<file path="config.mk">
export PLATFORM = sky130hd
export DESIGN_NAME = mem_arbiter
export DESIGN_NICKNAME = d
export VERILOG_FILES = /design/src/rtl/mem_arbiter.sv
export SDC_FILE = /design/constraint.sdc
export NUM_CORES = 1
export LEC_CHECK = 0
export BUFFER_PORTS_ARGS = -buffer_cell sky130_fd_sc_hd__buf_2
export CAP_MARGIN = 20
export CORE_MARGIN = 8
export CORE_UTILIZATION = 42
export DETAILED_ROUTE_END_ITERATION = 12
export PLACE_DENSITY_LB_ADDON = 0.3
export SLEW_MARGIN = 20
export SYNTH_ARGS = -nofsm -noshare
export SYNTH_HDL_FRONTEND = slang
export SYNTH_SLANG_ARGS = --single-unit
</file>
<file path="constraint.sdc">
create_clock -name clock -period 1.4 [get_ports clock]
set_clock_uncertainty 0.2 [all_clocks]
set_input_delay 0.14 -clock clock [delete_from_list [all_inputs] [get_ports clock]]
set_output_delay 0.14 -clock clock [all_outputs]
set_load 0.1 [all_outputs]
</file>
<file path="src/rtl/mem_arbiter.sv">
// Two-requester arbiter in front of mem_ctrl: latches the winner's op/addr/wdata, routes done/rdata back,
// and aborts stalled transactions via a watchdog. Define MEM_ARB_ROUND_ROBIN_EN for round-robin tie-breaking.
module mem_arbiter #(
    parameter int DATA_BUS_WIDTH = 8,
    parameter int ADDR_WIDTH     = 8,
    parameter int TIMEOUT_CYCLES = 255
) (
    input  logic                      clock,
    input  logic                      reset,
    input  logic [1:0]                r0_op,
    input  logic [ADDR_WIDTH-1:0]     r0_addr,
    input  logic [DATA_BUS_WIDTH-1:0] r0_wdata,
    output logic                      r0_done,
    input  logic [1:0]                r1_op,
    input  logic [ADDR_WIDTH-1:0]     r1_addr,
    input  logic [DATA_BUS_WIDTH-1:0] r1_wdata,
    output logic                      r1_done,
    output logic [DATA_BUS_WIDTH-1:0] rdata,
    output logic                      err,
    output logic [1:0]                grant,
    output logic [1:0]                mem_op,
    output logic [ADDR_WIDTH-1:0]     mem_addr,
    output logic [DATA_BUS_WIDTH-1:0] mem_wdata,
    input  logic                      mem_op_done,
    input  logic [DATA_BUS_WIDTH-1:0] mem_rdata
);

    localparam logic [1:0] MEM_NOP = 2'd0;
    localparam int CW = (TIMEOUT_CYCLES == 0) ? 1 : $clog2(TIMEOUT_CYCLES + 1);
    localparam logic [CW-1:0] CNT_MAX = {CW{1'b1}};
    localparam logic [CW-1:0] TO_LAST = CW'(TIMEOUT_CYCLES - 1);

    typedef enum logic [1:0] {ST_IDLE, ST_BUSY, ST_DRAIN} state_e;

    state_e                    state_q, state_d;
    logic [1:0]                grant_q, grant_d;
    logic [1:0]                mem_op_q, mem_op_d;
    logic [ADDR_WIDTH-1:0]     mem_addr_q, mem_addr_d;
    logic [DATA_BUS_WIDTH-1:0] mem_wdata_q, mem_wdata_d;
    logic [CW-1:0]             cnt_q, cnt_d;

    logic [1:0]                req_op [2];
    logic [ADDR_WIDTH-1:0]     req_addr [2];
    logic [DATA_BUS_WIDTH-1:0] req_wdata [2];
    logic [1:0]                req;
    logic [1:0]                done_vec;
    logic                      err_c;
    logic [DATA_BUS_WIDTH-1:0] rdata_c;
    logic                      win;
    logic                      owner;
    logic                      timeout_hit;

    assign req_op[0]    = r0_op;
    assign req_op[1]    = r1_op;
    assign req_addr[0]  = r0_addr;
    assign req_addr[1]  = r1_addr;
    assign req_wdata[0] = r0_wdata;
    assign req_wdata[1] = r1_wdata;

    genvar gi;
    generate
        for (gi = 0; gi < 2; gi++) begin : g_req
            assign req[gi] = (req_op[gi] != MEM_NOP);
        end
    endgenerate

`ifdef MEM_ARB_ROUND_ROBIN_EN
    // Remembers the last requester granted; a tie goes to the other one.
    logic rr_q, rr_d;

    always_ff @(posedge clock or posedge reset) begin
        if (reset) rr_q <= 1'b0;
        else       rr_q <= rr_d;
    end

    always_comb begin
        win  = req[1];
        rr_d = rr_q;
        if (&req) win = ~rr_q;
        if (state_q == ST_IDLE && |req) rr_d = win;
    end
`else
    assign win = req[1];
`endif

    assign owner       = grant_q[1];
    assign timeout_hit = (TIMEOUT_CYCLES != 0) && (cnt_q == TO_LAST);

    always_comb begin
        state_d     = state_q;
        grant_d     = grant_q;
        mem_op_d    = mem_op_q;
        mem_addr_d  = mem_addr_q;
        mem_wdata_d = mem_wdata_q;
        cnt_d       = cnt_q;
        done_vec    = 2'b00;
        err_c       = 1'b0;
        rdata_c     = '0;
        case (state_q)
            ST_IDLE: begin
                if (|req) begin
                    mem_op_d    = req_op[win];
                    mem_addr_d  = req_addr[win];
                    mem_wdata_d = req_wdata[win];
                    grant_d     = win ? 2'b10 : 2'b01;
                    cnt_d       = '0;
                    state_d     = ST_BUSY;
                end
            end
            ST_BUSY: begin
                cnt_d = (cnt_q == CNT_MAX) ? cnt_q : cnt_q + 1'b1;
                // Completion beats an owner abort, and an abort beats the watchdog.
                if (mem_op_done) begin
                    done_vec[owner] = 1'b1;
                    rdata_c         = mem_rdata;
                    state_d         = ST_DRAIN;
                end else if (req_op[owner] == MEM_NOP) begin
                    state_d = ST_DRAIN;
                end else if (timeout_hit) begin
                    done_vec[owner] = 1'b1;
                    err_c           = 1'b1;
                    state_d         = ST_DRAIN;
                end
                if (state_d == ST_DRAIN) begin
                    mem_op_d = MEM_NOP;
                    grant_d  = 2'b00;
                end
            end
            ST_DRAIN: state_d = ST_IDLE;
            default: begin
                state_d  = ST_IDLE;
                grant_d  = 2'b00;
                mem_op_d = MEM_NOP;
            end
        endcase
    end

    always_ff @(posedge clock or posedge reset) begin
        if (reset) begin
            state_q     <= ST_IDLE;
            grant_q     <= 2'b00;
            mem_op_q    <= MEM_NOP;
            mem_addr_q  <= '0;
            mem_wdata_q <= '0;
            cnt_q       <= '0;
        end else begin
            state_q     <= state_d;
            grant_q     <= grant_d;
            mem_op_q    <= mem_op_d;
            mem_addr_q  <= mem_addr_d;
            mem_wdata_q <= mem_wdata_d;
            cnt_q       <= cnt_d;
        end
    end

    assign r0_done   = done_vec[0];
    assign r1_done   = done_vec[1];
    assign err       = err_c;
    assign rdata     = rdata_c;
    assign grant     = grant_q;
    assign mem_op    = mem_op_q;
    assign mem_addr  = mem_addr_q;
    assign mem_wdata = mem_wdata_q;

endmodule

</file>
## After elaboration in Yosys (flattened, before gate mapping)

Index checks and enable logic that the tools add are counted.

- Add/subtract/negate cells: 1
- $lt $le $gt $ge: 4
- Eq/ne operators: 8
- Muxes and demuxes: 39
- Bitwise gates (word level): 3
- Reductions and logical operators: 10

Operators with widths:

| kind | count |
|---|---|
| two-way mux 8 bit | 10 |
| two-way mux 2 bit | 19 |
| equality test 8 bit, second input constant | 2 |
| case mux 8 bit (2 select lines) | 1 |
| case mux 2 bit (3 select lines) | 2 |
| adder 8 x 1 -> 8 bit, second input constant | 1 |
| != test 2 bit, second input constant | 3 |
| AND reduction 3 bit | 2 |
| nonzero test 2 bit | 3 |
| two-way mux 1 bit | 5 |
| equality test 2 bit, second input constant | 2 |
| >= comparator 2 bit, second input constant | 2 |
| logical NOT 2 bit | 2 |
| NOT 1 -> 2 bit | 2 |
| case mux 2 bit (2 select lines) | 1 |
| equality test 2 x 1 -> 1 bit, second input constant | 1 |
| < comparator 1 x 2 -> 1 bit, second input constant | 1 |
| AND reduction 2 bit | 1 |
| OR reduction 2 bit | 1 |
| demux 1 bit (select 1 bit) | 1 |
| >= comparator 1 bit, second input constant | 1 |
| logical AND 1 bit | 1 |
| NOT 1 bit | 1 |

- Bits in registers: 30
- Bits of input ports: 47
- Logic and storage cells: 71

## Depth between registers and ports, before layout

Gate-level depths: netlist of the first run.

- Depth after elaboration: 11
- Gate-level depth with buffers: 7
- Mapped depth without buffers: 6

## Least setup slack after synthesis of the first run

Ideal clock, no wire load.

- Kind: register to output
- Start point: register grant_q[1] (netlist: grant[1])
- End point: output port r0_done
- Arrival time: 2987 ps
- Required time: 1060 ps
- Path slack: -1927 ps
- Stages on the path, launching flop included: 2
- Path buffers: 0
- Path through: dfrtp_1 nor3_1

- Word-level cells in the longest chain between the ends: 8

RTL lines:

| what | RTL line | text |
|---|---|---|
| start, declared | 36 | `logic [1:0] grant_q, grant_d;` |
| start signal, assigned | 148 | `grant_q <= grant_d;` |
| < comparator 1 x 2 -> 1 bit (not written as such), or another cell as far along | 114, 120 |  |
| logical AND 1 bit (not written as such) or two-way mux 2 bit (tied branches) | 114, 120, 117 |  |
| two-way mux 1 bit (not written as such) or two-way mux 2 bit (tied branches) | 114, 120, 117 |  |
| demux 1 bit (select 1 bit) or two-way mux 2 bit (tied branches) | 114, 120, 117 |  |
| two-way mux 2 bit or logical NOT 2 bit (tied branches) | 119, 117 |  |
| two-way mux 2 bit | 117 | `end else if (req_op[owner] == MEM_NOP) begin` |
| two-way mux 2 bit * | 113 | `if (mem_op_done) begin` |
| two-way mux 2 bit * | 99 | `case (state_q)` |
| end, declared | 13 | `output logic r0_done,` |

Mark *: on every way between the ends. The rest lies on a longest branch, timed or not. The select of a mux whose other input is x is not followed.

## Final worst setup path of the first run

- Start point: register cnt_q[0]
- End point: output port r0_done

- Word-level cells in the longest chain between the ends: 5

RTL lines:

| what | RTL line | text |
|---|---|---|
| start, declared | 40 | `logic [CW-1:0] cnt_q, cnt_d;` |
| start signal, assigned | 152 | `cnt_q <= cnt_d;` |
| equality test 8 bit | 87 | `assign timeout_hit = (TIMEOUT_CYCLES != 0) && (cnt_q == TO_LAST);` |
| two-way mux 2 bit | 119 | `end else if (timeout_hit) begin` |
| two-way mux 2 bit | 117 |  |
| two-way mux 2 bit | 113 |  |
| two-way mux 2 bit | 99 |  |

No other way between the ends.

==> qor.csv, run 1 <==
metric,value,unit
die_h,79.3,um
synth_warnings,0,
final_area,0.00364,sq mm
setup_viol,42,
drive_above_1_share,57.6,%
slew_viol_final,0,
synth_top_cell_area_share,44.6,%
grt_first_pass_wirelength,14.4,mm
worst_pin_slew,0.419,ns
die_w,79.3,um
cpMaxStageDelayCell,dfrtp_1,
ant_nets,0,
synthDistinctLibCells,35,
cellLeakagePower,1.63,nW
ys_seq_area_share,44.6,%
rsz0062_at_grt,true,
async_flop_share,100,%
via_per_inst,6.42,
post-route-drc-count,0,
dp_slack,-0.300,ns
wl,11.1,mm
hold_viol,0,
final_cell_mix,"46 x buf_2, 41 x buf_4, 33 x dlygate4sd3_1",
io_buffer_count,77,
gp_congestion,0.800,
synth_area_leaders,"dfrtp_1 45%, mux2i_1 9.5%, o21ai_0 7.7%",
crit_type,reg2out,
diodes,0,
synth_edf_count,0,
fmax,470,MHz
fin_tns_setup,-13.83,ns
boundaryPins,78,
vias,2483,
min_period,2.13,ns
cts_root_buffer,clkbuf_8,
synth_cells,180,
synth_top_area_cell,dfrtp_1,
syn_area_per_cell,9.34,sq um
finalPower,9.42,mW
slowest_delay,0.42,ns
critical_path_required,1.06,ns
path_max_fanout,3,
ys_seq_elements,30,
grt_overflow_total,0,
placed_cell_area,0.00288,sq mm
die_area,0.00628,sq mm
final_common_cell,buf_2,
fin_nets,385,
status,finished with violations,
clkSinkCount,30,
hpwl,4.36,mm
relSlewSlack,72.0,%
synth_nets,229,
insertion_delay,0.30,ns
power_density,2590,mW/mm^2
worstPathCellList,inv_2 -> ha_4 -> nand3_4 -> nor2_4 -> a21oi_4 -> nor3_4 -> buf_12,
first_iter_violations,344,
drt_pass1_iterations,5,
arrival,1.79,ns
tritoncts,yes,
htreeDepth,2,
core-area,0.00391,sq mm
initial_utilization,43.0,%
violations,setup timing,
rows,23,
wl_per_cell,28.7,um
cts_made_buffers,5,
clockBufferDepth,2,
ir_drop,0.00188,V
cp-start-kind,register,
worst_slack,-0.728,ns
cap_viol_max_count,0,
antenna_found_initial,0,
area_growth_syn_to_layout,116,%
syn_area,0.00168,sq mm
hold_path.class,in2reg,
grt_pass1_vias,2599,
grt_max_degree,31,
grtUsageTotal,30.4,%
finalCritPeriodShare,152,%
endpoint_kind,output port,
clk_pin_slew,0.08,ns
synth-main-ff-cell,dfrtp_1,
n_fill_cell,115,
[what timing repair did]
action	in CTS	in global routing
pin swaps	12	8
endpoints found under the hold margin	46	0
hold buffers	33	0
setup endpoints to repair	42	42
resized for setup	35	41
gates cloned	1	0
setup buffers	5	5
[cell families after synthesis]
| logic type | share of synthesized area, % |
|---|---|
| AO/OA/AOI/OAI | 20.1 |
| buffers and inverters | 5.43 |
| adder cells (fa/ha/maj) | 1.49 |
| AND/OR/NAND/NOR | 18.8 |
| flip-flops | 44.6 |
| multiplexers | 9.52 |
[flip-flops by register name, indices dropped and copies added (netlist names)]
name       flops
state_q        2
cnt_q          8
grant          2
mem_op         2
mem_wdata      8
mem_addr       8
[synthesized netlist by cell type (all sizes together) (4+ instances only)]
library cell,count
nor2,8
a21oi,10
clkbuf,5
or3,4
inv,6
nand2,22
mux2i,16
dfrtp,30
buf,6
o21ai,26
and3,10
o211ai,6
[worst paths after layout]
path	from	to	slack, ns	cells after the start
min	r1_op[0]	state_q[0]	0.20	4
min in group asynchronous	reset	cnt_q[0]	0.30	4
min reg2reg	mem_wdata[7]	mem_wdata[7]	0.37	2
max reg2reg	cnt_q[0]	cnt_q[5]	-0.71	7
max	cnt_q[0]	r0_done	-0.73	7
max in group asynchronous	reset	grant[1]	0.36	4
[power by group]
| group | internal [mW] | total (mW) | switching (mW) |
|---|---|---|---|
| Sequential | 1.23 | 1.77 | 0.539 |
| Clock | 0.397 | 0.763 | 0.366 |
| Combinational | 2.55 | 6.89 | 4.35 |
| Total | 4.17 | 9.42 | 5.25 |
[per-layer routing]
layer | up-vias | part of all wire (%) | global-route usage [%] | routed length (um)
li1 | 974 | - | - | -
met2 | 228 | 48 | 50.5 | 5280
met3 | 82 | 9.6 | 10.6 | 1060
met5 | - | 0 | 0 | 0
met1 | 1199 | 36 | 31.3 | 3950
met4 | 0 | 7.3 | 22.2 | 810
[worst max-delay path, delay by kind of cell, from the launching register on]
kind,cells,cell delay [ns]
buffers and inverters,2,0.32
AOI/OAI and AO/OA,1,0.08
DFF,1,0.42
adders and majority gates,1,0.15
and+or+nand+nor,3,0.50
[per-stage QoR]
stage               cells  hold WS, ns  utilization, %
floorplan             180       0.0308               -
global placement      335       0.0315            73.6
detailed placement    335       0.0327            73.6
CTS                   382        0.109            87.9
global route          387        0.201            93.0
finish                387        0.202            93.0
[cell type report]
type | count | area (sq um) | share of cell area [%]
Clock buffer | 7 | 86.3 | 2.37
Timing Repair Buffer | 159 | 1590 | 43.6
Clock inverter | 1 | 5.00 | 0.138
Multi-Input combinational cell | 134 | 1120 | 30.8
Sequential cell | 30 | 756 | 20.8
Tap cell | 50 | 62.6 | 1.72
Inverter | 6 | 22.5 | 0.619
Power figures use the tool's default switching activity.
==> inputs of run 2 (changes only) <==
Settings changed: SKIP_LAST_GASP set to 1.
==> run 2 against run 1 <==
Compared with the run above:
- the run still ends with setup timing left
- final area grew 4.7%
- combinational power grew 12%
- total power grew 11%
- critical path depth shrank 1
- clock-buffer cell count is the same
- cell count grew 3.6%
- die area is the same
- setup slack lost 0.096 ns
- sequential share of layout area shrank 0.91 points
- hold slack lost 0.0052 ns
- utilization grew 4.4 points
- critical endpoint is now mem_op[0]
- largest cell class unchanged
==> qor.csv, run 2 (synthesis gave the netlist of run 1 again) <==
metric,value,unit,change
grtUsageTotal,30.0,%,-0.43 points
critical_path_required,1.33,ns,+0.27 ns
p_sw_share,57.2,%,+1.4 points
worstPathCellList,nor3_2 -> a211oi_2 -> buf_4 -> o21ai_4 -> buf_6 -> o32ai_1,,
p_sw,5.96,mW,+13%
cellLeakagePower,1.75,nW,+7.0%
core-area,0.00391,sq mm,unchanged
combPwrFrac,73.9,%,+0.7 points
vias,2961,,+19%
cap_viol_max_count,0,,unchanged
fin_nets,396,,+2.9%
status,finished with violations,,
path_buf_inv,2,,unchanged
critPathTopFamily,compound AO/OA/AOI/OAI gates,,
first_iter_violations,538,,+56%
drive_above_1_share,59.2,%,+1.6 points
dr_wl_met3,1.99,mm,+88%
boundaryPins,78,,unchanged
die_h,79.3,um,unchanged
area_growth_syn_to_layout,127,%,
ir_drop,0.00202,V,+7.6%
multiInputGateArea,0.00115,sq mm,+2.5%
p_int,4.46,mW,+7.1%
share_seq_of_total_power,18.5,%,-0.2 points
n_fill_cell,57,,-50%
slowest_delay,0.57,ns,+0.15 ns
drt_pass1_iterations,7,,+2
path_max_fanout,4,,+1
grt_first_pass_wirelength,14.5,mm,+0.67%
clk_pin_slew,0.07,ns,about the same
cts_root_buffer,clkbuf_8,,
dr_wl_met2,6.49,mm,+23%
insertion_delay,0.30,ns,about the same
die_w,79.3,um,unchanged
crit_type,reg2reg,,
p_clk_share,7.6,%,-0.5 points
grt_pass1_vias,2527,,-2.8%
io_buffer_count,77,,unchanged
min_period,2.22,ns,+0.0958 ns
fmax,450,MHz,-4.3%
dr.max_layer_used,met5,,
holdPathStages,4,,unchanged
finalCritPeriodShare,159,%,+6.8 points
antenna_found_initial,2,,+2
endpoint_kind,register,,
met1_length,4.58,mm,+16%
post-route-drc-count,0,,unchanged
hold_viol,0,,unchanged
worst_pin_slew,0.630,ns,+0.211 ns
die_area,0.00628,sq mm,unchanged
htreeDepth,2,,unchanged
path_depth,6,,-1
gp_congestion,0.800,,unchanged
final_cell_mix,"46 x buf_2, 46 x buf_4, 33 x dlygate4sd3_1",,
power_density,2730,mW/mm^2,+5.6%
cpMaxStageDelayCell,o32ai_1,,
tritoncts,yes,,
fin_hold_ws,0.197,ns,-0.00521 ns
hold_path.class,in2reg,,
cp-start-kind,register,,
initial_utilization,43.0,%,unchanged
rsz0062_at_grt,true,,
relSlewSlack,57.9,%,-14 points
hpwl,4.36,mm,unchanged
setup_viol,43,,+2.4%
arrival,2.15,ns,+0.36 ns
regArea,757,sq um,+0.17%
clockBufferDepth,2,,unchanged
rows,23,,unchanged
slew_viol_final,0,,unchanged
grt_max_degree,31,,unchanged
wl_per_cell,37.0,um,+29%
clkSinkCount,30,,unchanged
violations,setup timing,,
grt_overflow_total,0,,unchanged
placed_cells,335,,unchanged
wl,14.8,mm,+34%
ant_nets,0,,unchanged
via_per_inst,7.38,,+15%
cts_made_buffers,5,,unchanged
ff2ff_path_depth,6,,-1
worst_slack,-0.824,ns,-0.0958 ns
fin_cells,401,,+3.6%
[run 2: changes by cell type in the layout (fill, tap and decap cells not counted), sizes merged]
cell | previous run | this run
clkbuf | 7 | 9
diode | 0 | 3
buf | 126 | 135
[run 2: power by group through the flow]
stage | combinational, mW | sequential, mW | clock, mW
6_report | 7.70 | 1.92 | 0.793
5_1_grt | 7.77 | 1.91 | 0.826
4_1_cts | 6.01 | 1.61 | 0.715
3_5_place_dp | 5.64 | 1.63 | 0
3_3_place_gp | 5.54 | 1.60 | 0
2_1_floorplan | 1.48 | 3.47 | 0
[run 2: final timing paths]
check	startpoint	end	slack, ns
max	grant[1]	mem_op[0]	-0.82
min	r1_op[1]	state_q[0]	0.20
max reg2reg	grant[1]	mem_op[0]	-0.82
min reg2reg	mem_addr[1]	mem_addr[1]	0.39
max in group asynchronous	reset	grant[1]	0.29
min in group asynchronous	reset	mem_wdata[0]	0.36
[run 2: final cells by class]
type                    instances  area share (%)
clock inverters                 1           0.131
flip-flops and latches         30            19.9
inverters                       6           0.591
clock buffers                   7            2.26
well taps                      50            1.64
repair buffers                170            45.2
multi-input cells             134            30.1
diodes                          3           0.197
[run 2: metal layers]
layer / vias to the layer above / global-route usage (%)
met5: - / 0
met2: 440 / 51.7
met3: 186 / 7.67
met4: 2 / 15.4
li1: 1001 / -
met1: 1332 / 33.3
[run 2: repair_timing]
action / CTS / global route
hold buffers: 33 / 0
setup endpoints to repair: 42 / 42
resized for setup: 21 / 69
pin swaps: 12 / 15
buffers inserted: 5 / 15
endpoints found under the hold margin: 46 / 0
gates cloned: 1 / 3
[run 2: per-stage QoR]
stage               power, mW  worst slack, ns  utilization, %  setup TNS [ns]  area (sq um)
floorplan                4.95           -0.573               -           -7.17          1730
global placement         7.14           -0.228            73.6           -6.66          2880
detailed placement       7.26           -0.300            73.6           -7.93          2880
CTS                      8.34           -0.503            87.6           -7.96          3430
global route             10.5           -0.918            97.3          -21.24          3810
finish                   10.4           -0.824            97.4          -19.65          3810
[run 2: worst min-delay path, stage by stage]
cell and delay, ns:
buf_2 0.10, or4_4 0.17, nand2_2 0.10, o21ai_1 0.12
==> inputs of run 3 (changes only) <==
Settings changed: CORE_ASPECT_RATIO set to 1.5.
==> run 3 against run 2 <==
Compared with the run above:
- the run now fails in 5_1_grt
- area after synthesis unchanged
- synthesized cell count is the same
==> qor.csv, run 3 <==
metric,value,unit,change
rows,28,,+22%
antenna_found_initial,1,,
initial_utilization,43.2,%,+0.28 points
die_h,93.5,um,+18%
netlist_top_cells_count,"30 x dfrtp_1, 26 x o21ai_0, 21 x nand2_1",,
boundaryPins,78,,unchanged
cts_root_buffer,clkbuf_8,,
clkSinkCount,30,,unchanged
die_w,67.7,um,-15%
synth_edf_count,0,,unchanged
synthDistinctLibCells,35,,unchanged
worstEpCategory,primary output,,
ys_seq_area_share,44.6,%,unchanged
cts_made_buffers,5,,unchanged
grt_overflow_total,63,,
async_flop_share,100,%,unchanged
synth_top_area_cell,dfrtp_1,,
failing_step,5_1_grt,,
synth_top_cell_area_share,44.6,%,unchanged
grtUsageTotal,66.0,%,
grt_max_degree,31,,
worst_endpoint,r0_done,,
io_buffer_count,77,,unchanged
status,did not finish,,
post-synth-top-count-cell,dfrtp_1,,
synth-main-ff-cell,dfrtp_1,,
synth_area_leaders,"dfrtp_1 45%, mux2i_1 9.5%, o21ai_0 7.7%",,
firstError,[ERROR GRT-0232] Routing congestion too high. Check the congestion heatmap in the GUI.,,
synth_warnings,0,,unchanged
synth_cells,180,,unchanged
syn_area,0.00168,sq mm,unchanged
hpwl,4.17,mm,-4.5%
gp_congestion,0.835,,+4.4%
ys_seq_elements,30,,unchanged
clockBufferDepth,2,,unchanged
synth_nets,229,,unchanged
syn_area_per_cell,9.34,sq um,unchanged
htreeDepth,2,,unchanged
placed_cells,322,,-3.9%
-- run 3: cell counts after synthesis --
No cell type changed its count.
-- run 3: per-layer routing --
metal | overflow | track usage, %
met1 | 0 | 62.8
met2 | 44 | 82.4
met3 | 1 | 52.6
met4 | 18 | 69.2
met5 | 0 | 4.46
-- run 3: timing repair --
action / in CTS
hold buffers: 33
hold endpoints to repair: 46
gates resized for setup: 40
buffers inserted: 9
setup endpoints to repair: 42
gates cloned: 5
pin swaps: 9
-- run 3: cells by family after synthesis --
family,synth area share (%)
buf+inv,5.43
compound gates,20.1
fa+ha+maj,1.49
simple gates,18.8
flops,44.6
mux,9.52
-- run 3: through the flow --
step | setup TNS [ns] | worst slack [ns] | hold WS, ns | instance area [sq um]
2_1_floorplan | -7.17 | -0.573 | 0.0308 | 1730
3_3_place_gp | -6.53 | -0.229 | 0.0355 | 2830
3_5_place_dp | -7.28 | -0.263 | 0.0400 | 2830
4_1_cts | -7.35 | -0.525 | 0.128 | 3570
==> inputs of run 4 (changes only) <==
Settings changed: CORE_ASPECT_RATIO 1.5 to not set, CORE_UTILIZATION 42 to 31, PLACE_DENSITY_LB_ADDON 0.3 to 0.15.
Clock period 1.4 ns to 1.82 ns, I/O delays scaled along.
==> run 4 against run 3 <==
Compared with the run above:
- the flow now finishes, with violations (hold timing, setup timing)
==> qor.csv, run 4 (synthesis gave the netlist of run 1 again) <==
metric,value,unit,change
status,finished with violations,,
violations,"hold timing, setup timing",,
path_max_fanout,2,,
die_h,89.7,um,-4.1%
regArea,757,sq um,
vias,1694,,
insertion_delay,0.28,ns,
hpwl,3.66,mm,-12%
die_area,0.00804,sq mm,
grt_pass1_vias,1744,,
clkSinkCount,30,,unchanged
hold_viol,1,,
setup_viol,3,,
grt_max_degree,31,,
worst_slack,-0.147,ns,
final_cell_mix,"66 x buf_2, 27 x dfrtp_1, 25 x o21ai_0",,
worst_pin_slew,0.496,ns,
antenna_found_initial,0,,
slew_viol_final,0,,
reg2reg_setup_slack,0.07,ns,
dp_slack,0.0825,ns,+0.345 ns
relSlewSlack,67.1,%,
post-route-drc-count,0,,
met1_usage,15.3,%,
grt_first_pass_wirelength,8.10,mm,
fin_nets,340,,
cts_root_buffer,clkbuf_8,,
grt_overflow_total,0,,
cap_viol_max_count,0,,
wl_per_cell,13.8,um,
rsz0062_at_grt,true,,
use_met3,4.55,%,
ir_drop,0.00142,V,
crit_type,reg2out,,
finalCritPeriodShare,108,%,
htreeDepth,2,,unchanged
final_common_cell,buf_2,,
grt-busiest-layer,met2,,
fin_hold_ws,-0.00200,ns,
core-area,0.00537,sq mm,
min_period,1.97,ns,
io_buffer_count,77,,unchanged
clockBufferDepth,2,,unchanged
via_per_inst,4.65,,
first_iter_violations,52,,
die_w,89.7,um,+32%
drt_pass1_iterations,4,,
drive_above_1_share,45.9,%,
critical_path_required,1.44,ns,
diodes,0,,
grtUsageTotal,13.0,%,
fin_util,52.1,%,
cts_made_buffers,5,,unchanged
clk_pin_slew,0.07,ns,
cellLeakagePower,1.29,nW,
tritoncts,yes,,
hold_path.class,in2reg,,
endpoint_kind,output port,,
initial_utilization,31.3,%,-12 points
area_growth_syn_to_layout,66.4,%,
wl,5.01,mm,
rows,27,,-3.6%
multiInputGateArea,930,sq um,
n_fill_cell,476,,
cp-start-kind,register,,
power_density,1870,mW/mm^2,
gp_congestion,0.765,,-8.4%
fmax,508,MHz,
boundaryPins,78,,unchanged
ant_nets,0,,
met2_usage,21.1,%,
arrival,1.59,ns,
==> run 4: layer usage <==
metal / part of all wire, % / routed length (um) / vias up
met5: 0 / 0 / -
met1: 44 / 2200 / 769
met3: 6.4 / 323 / 8
met4: 1.4 / 72 / 0
li1: - / - / 874
met2: 48 / 2420 / 43
==> run 4: final timing paths <==
check	from	end	depth (start not counted)
setup / recovery	cnt_q[0]	r1_done	8
hold / removal	r1_wdata[7]	mem_wdata[7]	3
setup reg to reg	cnt_q[0]	cnt_q[5]	6
hold reg to reg	mem_addr[4]	mem_addr[4]	2
max in group asynchronous	reset	grant[1]	4
min in group asynchronous	reset	cnt_q[5]	4
==> run 4: area by class of cell <==
type                            instances  share of cell area (%)
Clock inverter                          1                   0.179
Sequential cell                        30                    27.1
Inverter                                6                   0.805
Multi-Input combinational cell        133                    33.2
Tap cell                               72                    3.22
Clock buffer                            7                    3.09
Timing Repair Buffer                  115                    32.4
==> run 4: per-stage QoR <==
stage,hold WS [ns],area [sq um],power (mW),std cells,setup TNS (ns)
final,-0.00200,2800,5.23,364,-0.343
after global routing,0.0123,2800,5.52,364,-0.707
after CTS,0.000133,2720,5.18,361,-0.463
after detailed placement,0.0803,2410,4.54,332,0
after global placement,0.0773,2410,4.53,332,0
after floorplan,0.0728,1720,3.77,180,-0.642
==> run 4: repair_timing <==
item | CTS | global route
hold buffers | 18 | 1
endpoints found under the hold margin | 41 | 1
pin swaps | 4 | 4
gates resized for setup | 6 | 17
cloned | 0 | 1
setup buffers | 3 | 1
setup endpoints to repair | 11 | 14
==> run 4: power breakdown <==
| group | total (mW) | leakage [nW] | switching (mW) | internal, mW |
|---|---|---|---|---|
| clock network | 0.559 | 0.0482 | 0.254 | 0.305 |
| logic | 3.56 | 0.865 | 2.67 | 0.883 |
| registers | 1.12 | 0.376 | 0.173 | 0.944 |
| total | 5.23 | 1.29 | 3.10 | 2.13 |
==> run 4: critical path: stages, from the launching register on <==
cell     delay (ns)
dfrtp_1        0.38
inv_1          0.06
ha_2           0.16
nand3_2        0.10
buf_6          0.15
nor3_4         0.11
nor2_2         0.07
nor2_4         0.10
buf_12         0.18
